**src/rtl/conv2d_frame_ctrl_if.sv**
```systemverilog
// Stream bundle around the conv2d frame sequencer: upstream beat in, tagged beat out.
// Signal directions are named from the sequencer's point of view.
interface conv2d_frame_ctrl_if #(
  parameter int unsigned width_p = 16
);
  logic               valid_i;
  logic               ready_o;
  logic [width_p-1:0] data_i;
  logic               valid_o;
  logic               ready_i;
  logic [width_p-1:0] data_o;
  logic               sof_o;
  logic               eol_o;
  logic               eof_o;

  modport slave (
    input  valid_i, data_i, ready_i,
    output ready_o, valid_o, data_o, sof_o, eol_o, eof_o
  );

  modport master (
    output valid_i, data_i, ready_i,
    input  ready_o, valid_o, data_o, sof_o, eol_o, eof_o
  );
endinterface

```
**src/rtl/conv2d_frame_ctrl.sv**
```systemverilog
// Frame sequencer for the 3x3 conv2d output stream: drops warm-up/line-wrap beats, tags SOF/EOL/EOF.
// Optional CONV2D_FRAME_CTRL_STATS_EN adds saturating frame and drop counters.
module conv2d_frame_ctrl #(
  parameter int unsigned linewidth_px_p = 16,
  parameter int unsigned lines_p        = 16,
  parameter int unsigned width_p        = 16
) (
  input  logic                 clk_i,
  input  logic                 reset_i,
  input  logic                 clear_i,
  conv2d_frame_ctrl_if.slave   stream,
  output logic                 frame_done_o
`ifdef CONV2D_FRAME_CTRL_STATS_EN
  ,
  output logic [15:0]          frame_count_o,
  output logic [15:0]          drop_count_o
`endif
);

  localparam int unsigned COL_W = $clog2(linewidth_px_p);
  localparam int unsigned ROW_W = $clog2(lines_p);

  typedef enum logic {FILL, ACTIVE} state_e;

  state_e             state_q, state_d;
  logic [COL_W-1:0]   col_q;
  logic [ROW_W-1:0]   row_q;
  logic               accept_c, col_last_c, row_last_c, keep_c, done_c;
  logic               valid_q, sof_q, eol_q, eof_q;
  logic [width_p-1:0] data_q;

  assign stream.ready_o = ~valid_q | stream.ready_i;
  assign accept_c       = stream.valid_i & stream.ready_o;
  assign col_last_c     = (col_q == COL_W'(linewidth_px_p - 1));
  assign row_last_c     = (row_q == ROW_W'(lines_p - 1));

  assign stream.valid_o = valid_q;
  assign stream.data_o  = data_q;
  assign stream.sof_o   = sof_q;
  assign stream.eol_o   = eol_q;
  assign stream.eof_o   = eof_q;

  always_ff @(posedge clk_i) begin
    if (reset_i) state_q <= FILL;
    else         state_q <= state_d;
  end

  // Row phase: FILL covers the two warm-up rows, ACTIVE the rows holding full windows.
  always_comb begin
    state_d = state_q;
    keep_c  = 1'b0;
    done_c  = 1'b0;
    if (clear_i) begin
      state_d = FILL;
    end else if (accept_c) begin
      case (state_q)
        FILL: begin
          if (row_q == ROW_W'(1) && col_last_c) state_d = ACTIVE;
        end
        ACTIVE: begin
          keep_c = (col_q >= COL_W'(2));
          if (row_last_c && col_last_c) begin
            state_d = FILL;
            done_c  = 1'b1;
          end
        end
        default: state_d = FILL;
      endcase
    end
  end

  always_ff @(posedge clk_i) begin
    if (reset_i || clear_i) begin
      col_q <= '0;
      row_q <= '0;
    end else if (accept_c) begin
      if (col_last_c) begin
        col_q <= '0;
        row_q <= row_last_c ? '0 : row_q + ROW_W'(1);
      end else begin
        col_q <= col_q + COL_W'(1);
      end
    end
  end

  // Single output register; a held beat only leaves when downstream takes it.
  always_ff @(posedge clk_i) begin
    if (reset_i) begin
      valid_q      <= 1'b0;
      sof_q        <= 1'b0;
      eol_q        <= 1'b0;
      eof_q        <= 1'b0;
      data_q       <= '0;
      frame_done_o <= 1'b0;
    end else begin
      frame_done_o <= done_c;
      if (keep_c) begin
        valid_q <= 1'b1;
        data_q  <= stream.data_i;
        sof_q   <= (row_q == ROW_W'(2)) && (col_q == COL_W'(2));
        eol_q   <= col_last_c;
        eof_q   <= row_last_c && col_last_c;
      end else if (accept_c || stream.ready_i) begin
        valid_q <= 1'b0;
        sof_q   <= 1'b0;
        eol_q   <= 1'b0;
        eof_q   <= 1'b0;
      end
    end
  end

`ifdef CONV2D_FRAME_CTRL_STATS_EN
  always_ff @(posedge clk_i) begin
    if (reset_i) begin
      frame_count_o <= '0;
      drop_count_o  <= '0;
    end else begin
      if (done_c && frame_count_o != 16'hFFFF) frame_count_o <= frame_count_o + 16'd1;
      if (accept_c && !keep_c && drop_count_o != 16'hFFFF) drop_count_o <= drop_count_o + 16'd1;
    end
  end
`endif

endmodule

```
**src/flat_wrapper.sv**
```systemverilog
// flat-port wrapper written by rule: the top's interface ports become plain ports
module conv2d_frame_ctrl_flat 
#(
  parameter int unsigned linewidth_px_p = 16,
  parameter int unsigned lines_p        = 16,
  parameter int unsigned width_p        = 16
)
  (clk_i, reset_i, clear_i, frame_done_o, stream_valid_i, stream_data_i, stream_ready_i, stream_ready_o, stream_valid_o, stream_data_o, stream_sof_o, stream_eol_o, stream_eof_o);
  conv2d_frame_ctrl_if #(.width_p(width_p)) stream_i ();
  input  logic clk_i;
  input  logic reset_i;
  input  logic clear_i;
  output logic frame_done_o;
  input wire logic [$bits(stream_i.valid_i)-1:0] stream_valid_i;
  input wire logic [$bits(stream_i.data_i)-1:0] stream_data_i;
  input wire logic [$bits(stream_i.ready_i)-1:0] stream_ready_i;
  output wire logic [$bits(stream_i.ready_o)-1:0] stream_ready_o;
  output wire logic [$bits(stream_i.valid_o)-1:0] stream_valid_o;
  output wire logic [$bits(stream_i.data_o)-1:0] stream_data_o;
  output wire logic [$bits(stream_i.sof_o)-1:0] stream_sof_o;
  output wire logic [$bits(stream_i.eol_o)-1:0] stream_eol_o;
  output wire logic [$bits(stream_i.eof_o)-1:0] stream_eof_o;
  assign stream_i.valid_i = stream_valid_i;
  assign stream_i.data_i = stream_data_i;
  assign stream_i.ready_i = stream_ready_i;
  assign stream_ready_o = stream_i.ready_o;
  assign stream_valid_o = stream_i.valid_o;
  assign stream_data_o = stream_i.data_o;
  assign stream_sof_o = stream_i.sof_o;
  assign stream_eol_o = stream_i.eol_o;
  assign stream_eof_o = stream_i.eof_o;
  conv2d_frame_ctrl #(.linewidth_px_p(linewidth_px_p), .lines_p(lines_p), .width_p(width_p)) u_core (.clk_i(clk_i), .reset_i(reset_i), .clear_i(clear_i), .stream(stream_i), .frame_done_o(frame_done_o));
endmodule
```
**config.mk**
```make
export PLATFORM = sky130hd
export DESIGN_NAME = conv2d_frame_ctrl_flat
export DESIGN_NICKNAME = d
export VERILOG_FILES = /design/src/rtl/conv2d_frame_ctrl_if.sv /design/src/rtl/conv2d_frame_ctrl.sv /design/src/flat_wrapper.sv
export SDC_FILE = /design/constraint.sdc
export NUM_CORES = 1
export LEC_CHECK = 0
export ABC_AREA = 1
export CORE_MARGIN = 3
export CORE_UTILIZATION = 48
export CTS_BUF_LIST = sky130_fd_sc_hd__clkbuf_8
export DETAILED_ROUTE_END_ITERATION = 12
export PLACE_DENSITY = 0.81
export SYNTH_ARGS = -nofsm -noshare
export SYNTH_HDL_FRONTEND = slang
export SYNTH_SLANG_ARGS = --single-unit
export TNS_END_PERCENT = 100
```
**constraint.sdc**
```tcl
create_clock -name clk_i -period 1.8 [get_ports clk_i]
set_input_delay 0.36 -clock clk_i [delete_from_list [all_inputs] [get_ports clk_i]]
set_output_delay 0.36 -clock clk_i [all_outputs]
set_load 0.01 [all_outputs]
```
Word-level counts from Yosys, hierarchy flattened
Cells that the tools add are included.
{ "totals": {"reg_bits": 30, "inputBits": 21, "word_cells": 45} }
{ "classes": {"add_sub_neg": 2, "order_cmp": 1, "eq_ne": 5, "mux": 14, "n_bitwise": 5, "reduce_logical": 9} }
{ "op_table": {"columns": ["op", "n"], "rows": [
  ["two-way mux 1 bit", 11],
  ["adder 4 x 1 -> 4 bit (second input constant)", 2],
  ["== test 4 x 2 -> 1 bit (second input constant)", 2],
  ["== test 4 bit (second input constant)", 2],
  ["two-way mux 4 bit", 2],
  ["== test 4 x 1 -> 1 bit (second input constant)", 1],
  [">= comparator 4 x 2 -> 1 bit (second input constant)", 1],
  ["OR reduction 4 bit", 1],
  ["logical AND 1 bit", 3],
  ["NOT 1 bit", 3],
  ["logical OR 1 bit", 2],
  ["case mux 1 bit (2 select lines)", 1],
  ["AND reduction 2 bit", 1],
  ["nonzero test 2 bit", 1],
  ["OR reduction 2 bit", 1],
  ["bitwise AND 1 bit", 1],
  ["OR 1 bit", 1]
]} }

Longest topological paths before layout
{ "logic_depth": {"ltp_word": 6, "depth_mapped": 10, "ltp_nobuf": 9} }

Worst setup path after synthesis
Ideal clock, no wire load.
{ "synth_path": {"kind": "register -> register", "from": "reg u_core.col_q[0]", "to": "reg u_core.data_q[0], in the netlist u_core.stream.data_o[0]", "setup_time_ns": 0.113, "t_arrival_ns": 1.168, "required_time_ns": 1.687, "setup_slack_ns": 0.519, "stages_incl_launch_ff": 10, "cell_sequence": "dfxtp_1 -> inv_1 -> ha_1 -> nor2_1 -> nand2_1 -> nand2_2 -> nor2_8 -> buf_4 -> nor2_1 -> nor2_1"} }
{ "synth_between": {"elab_chain_len": 4} }
{ "synth_lines": {"columns": ["element", "line_no", "text"], "rows": [
  ["start: declaration", "conv2d_frame_ctrl.sv:26", "logic [COL_W-1:0] col_q;"],
  ["start signal: assignment", "conv2d_frame_ctrl.sv:81", "col_q <= col_q + COL_W'(1);"],
  [">= comparator 4 x 2 -> 1 bit", "conv2d_frame_ctrl.sv:61", "keep_c = (col_q >= COL_W'(2));"],
  ["two-way mux 1 bit", "conv2d_frame_ctrl.sv:56", "case (state_q)"],
  ["two-way mux 1 bit", "conv2d_frame_ctrl.sv:55", "end else if (accept_c) begin"],
  ["two-way mux 1 bit", "conv2d_frame_ctrl.sv:53", "if (clear_i) begin"],
  ["end signal: assignment", "conv2d_frame_ctrl.sv:99", "data_q <= stream.data_i;"],
  ["end: declaration", "conv2d_frame_ctrl.sv:30", "logic [width_p-1:0] data_q;"]
]} }
Every way passes these cells.
A chain may end at the register's enable or synchronous reset.

Worst setup path after layout
{ "layout_path": {"from": "reg u_core.valid_q, in the netlist u_core.stream.valid_o", "to": "out stream_valid_o"} }
{ "layout_rtl": {"columns": ["element", "line_no", "text"], "rows": [
  ["start: declaration", "conv2d_frame_ctrl.sv:29", "logic valid_q, sof_q, eol_q, eof_q;"],
  ["start signal: assignment", "conv2d_frame_ctrl.sv:89", "valid_q <= 1'b0;"],
  ["start signal: assignment", "conv2d_frame_ctrl.sv:98", "valid_q <= 1'b1;"],
  ["start signal: assignment", "conv2d_frame_ctrl.sv:104", "valid_q <= 1'b0;"],
  ["end: declaration", "flat_wrapper.sv:18", "output wire logic [$bits(stream_i.valid_o)-1:0] stream_valid_o;"]
]} }
No word-level cell between the ends.

==> results.sh <==
export IMPL_ant_nets=0
export IMPL_htree_levels=2
export IMPL_finClkSkew_ns=0.006276
export IMPL_cts_made_buffers=5
export IMPL_cts_hold_buf=0
export IMPL_syn_nets=230
export IMPL_syn_area_sq_um=1393
export IMPL_ctsLongestPathBuffers=2
export IMPL_cp_max_fo=4
export IMPL_maxSlewHeadroom_pct=85.52
export IMPL_core_sq_um=2613
export IMPL_grt_start_max_net_pins=24
export IMPL_syn_avg_cell_area_sq_um=6.826
export IMPL_layout_common_cells="60 x nand2_1, 51 x nor2_1, 41 x clkdlybuf4s50_1"
export IMPL_dp_cells=280
export IMPL_setup_ws_ns=0.1799
export IMPL_rsz0062_at_grt="false"
export IMPL_status="complete, no violations"
export IMPL_synth_seq_area_share_pct=43.13
export IMPL_cts_sinks=30
export IMPL_drive_gt1_share_pct=8.527
export IMPL_final_common_cell="nand2_1"
export IMPL_cts_tree="built"
export IMPL_cts_root_buf="clkbuf_8"
export IMPL_io_pins=43
export IMPL_drt_iter0_drc=68
export IMPL_routed_wl_mm=2.876
export IMPL_finalCoreUtilization_pct=75.91
export IMPL_crit_path_top_delay_cell="clkdlybuf4s50_1"
export IMPL_leakage_nw=0.8548
export IMPL_arrival_ns=1.26
export IMPL_worst_slew_pin_slew_ns=0.2165
export IMPL_cp_slowest_stage_delay_ns=0.57
export IMPL_grt_pass1_vias=1128
export IMPL_final_nets=283
export IMPL_timing_final_crit_share_pct=90.01
export IMPL_hp_start="u_core.stream.eof_o"
export IMPL_max_freq_ghz=0.6172
export IMPL_finalSetupViolCount=0
export IMPL_critPathCaptureType="primary output"
export IMPL_drv_cap=0
export IMPL_finalHoldViolations=0
export IMPL_dp_hpwl_mm=2.102
export IMPL_wl_per_cell_um=9.986
export IMPL_criticalPathCategory="flop to primary output"
export IMPL_clock_latency_ns=0.28
export IMPL_synthCells=204
export IMPL_grt_pass1_wl_mm=4.774
export IMPL_hold_path_class="flop to flop"
export IMPL_reg2reg_from="u_core.col_q[0]"
export IMPL_vias=1309
export IMPL_crit_family="buffers and inverters"
export IMPL_maxSlewViolCount=0
export IMPL_irDropWorstVdd_mv=0.7594
export IMPL_cp_required_ns=1.44
export IMPL_cp_start_kind="flop"
export IMPL_die_w_um=59.86
export IMPL_drc=0
export IMPL_io_buffers=42
export IMPL_cts_setup_buffers=0
export IMPL_crit_buf_inv=1
export IMPL_die_area_sq_um=3583
export IMPL_syn_to_final_growth_pct=42.41
export IMPL_die_h_um=59.86
export IMPL_diodes=0
export IMPL_synth_cell_types=22
export IMPL_gp_congestion=0.8392
export IMPL_start_util_pct=53.30
export IMPL_yosys_warnings=0
export IMPL_viasPerCell=4.545
export IMPL_drtPass1Iterations=4
export IMPL_grt_total_usage_pct=17.93
export IMPL_grt_antenna_before_repair=0
export IMPL_power_density_nw_per_um2=663.6
export IMPL_post_route_min_period_ns=1.620
export IMPL_grt_ovfl_total=0
export IMPL_critPathLaunch="u_core.stream.valid_o"
export IMPL_fin_cells=288
export IMPL_synth_seq_cells=30
export IMPL_place_ws_ns=-0.04007
export IMPL_rows=18
export IMPL_cp_cell_sequence="clkdlybuf4s50_1"
export IMPL_cts_clk_slew_worst_paths_ns=0.06
export IMPL_power_mw=1.316
## cell type report
cell class | count | area [sq um]
clock buffer | 6 | 82.58
clock inverter | 2 | 8.758
fill | 217 | 629.4
inverter | 27 | 101.3
multi-input combinational | 143 | 660.6
sequential | 30 | 600.6
tap | 30 | 37.54
timing repair buffer | 50 | 491.7
## state kept, by name (all words and copies together), names as in the netlist
name / count
u_core.stream.eol_o: 1
u_core.frame_done_o: 1
u_core.stream.eof_o: 1
u_core.stream.valid_o: 1
u_core.row_q: 4
u_core.state_q: 1
u_core.stream.sof_o: 1
u_core.col_q: 4
u_core.stream.data_o: 16
## synth_stat cells, drive strengths merged
| cell type | instances | share of area [%] |
|---|---|---|
| o21bai | 1 | 0.54 |
| nand3 | 5 | 1.8 |
| nand4 | 1 | 0.45 |
| buf | 4 | 2.2 |
| a21oi | 9 | 3.5 |
| nor3b | 2 | 1.1 |
| o21ai | 1 | 0.36 |
| xor2 | 1 | 0.63 |
| nand2 | 63 | 18 |
| dfxtp | 30 | 43 |
| ha | 5 | 4.5 |
| nor2 | 53 | 16 |
| inv | 27 | 7.3 |
| nor3 | 2 | 0.72 |
## stage by stage
stage / area, sq um / hold WS, ns / TNS (ns)
6_report: 1983 / 0.4634 / 0
5_1_grt: 1983 / 0.4941 / 0
4_1_cts: 1983 / 0.4701 / 0
3_5_place_dp: 1893 / 0.4609 / -0.04007
3_3_place_gp: 1893 / 0.4527 / -0.02994
2_1_floorplan: 1393 / 0.4291 / 0
## cells by family after synthesis
logic type                 share of synthesized area [%]
adders and majority gates                          4.492
AOI/OAI and AO/OA                                  4.403
buffers and inverters                              9.433
and+or+nand+nor                                    37.92
DFF                                                43.13
xor gates and xnor gates                          0.6290
## routing by layer
| metal | vias up | track usage [%] | wire length [um] |
|---|---|---|---|
| met3 | 5 | 7.343 | 198 |
| met2 | 35 | 27.31 | 1278 |
| met1 | 553 | 22.16 | 1359 |
| met5 | - | 0 | 0 |
| li1 | 716 | - | - |
| met4 | 0 | 7.595 | 40 |
## power by group
part | internal [mW] | switching (mW) | total [mW]
registers | 0.666 | 0.00241 | 0.668
clock network | 0.302 | 0.245 | 0.547
logic | 0.0586 | 0.0423 | 0.101
total | 1.03 | 0.290 | 1.32
## path summary, 6_finish.rpt
kind | endpoint | depth (start not counted) | slack, ns
worst min-delay path | u_core.stream.eof_o | 2 | 0.46
worst max-delay path | stream_valid_o | 1 | 0.18
worst max register to register | u_core.stream.data_o[8] | 10 | 0.36
worst min register to register | u_core.stream.eof_o | 2 | 0.46
## repair_timing
item	4_1_cts	5_1_grt
endpoints found under the setup margin	1	0
endpoints found under the hold margin	0	0
resized for setup	1	0
Note: power is estimated with default switching activity, not from simulation.
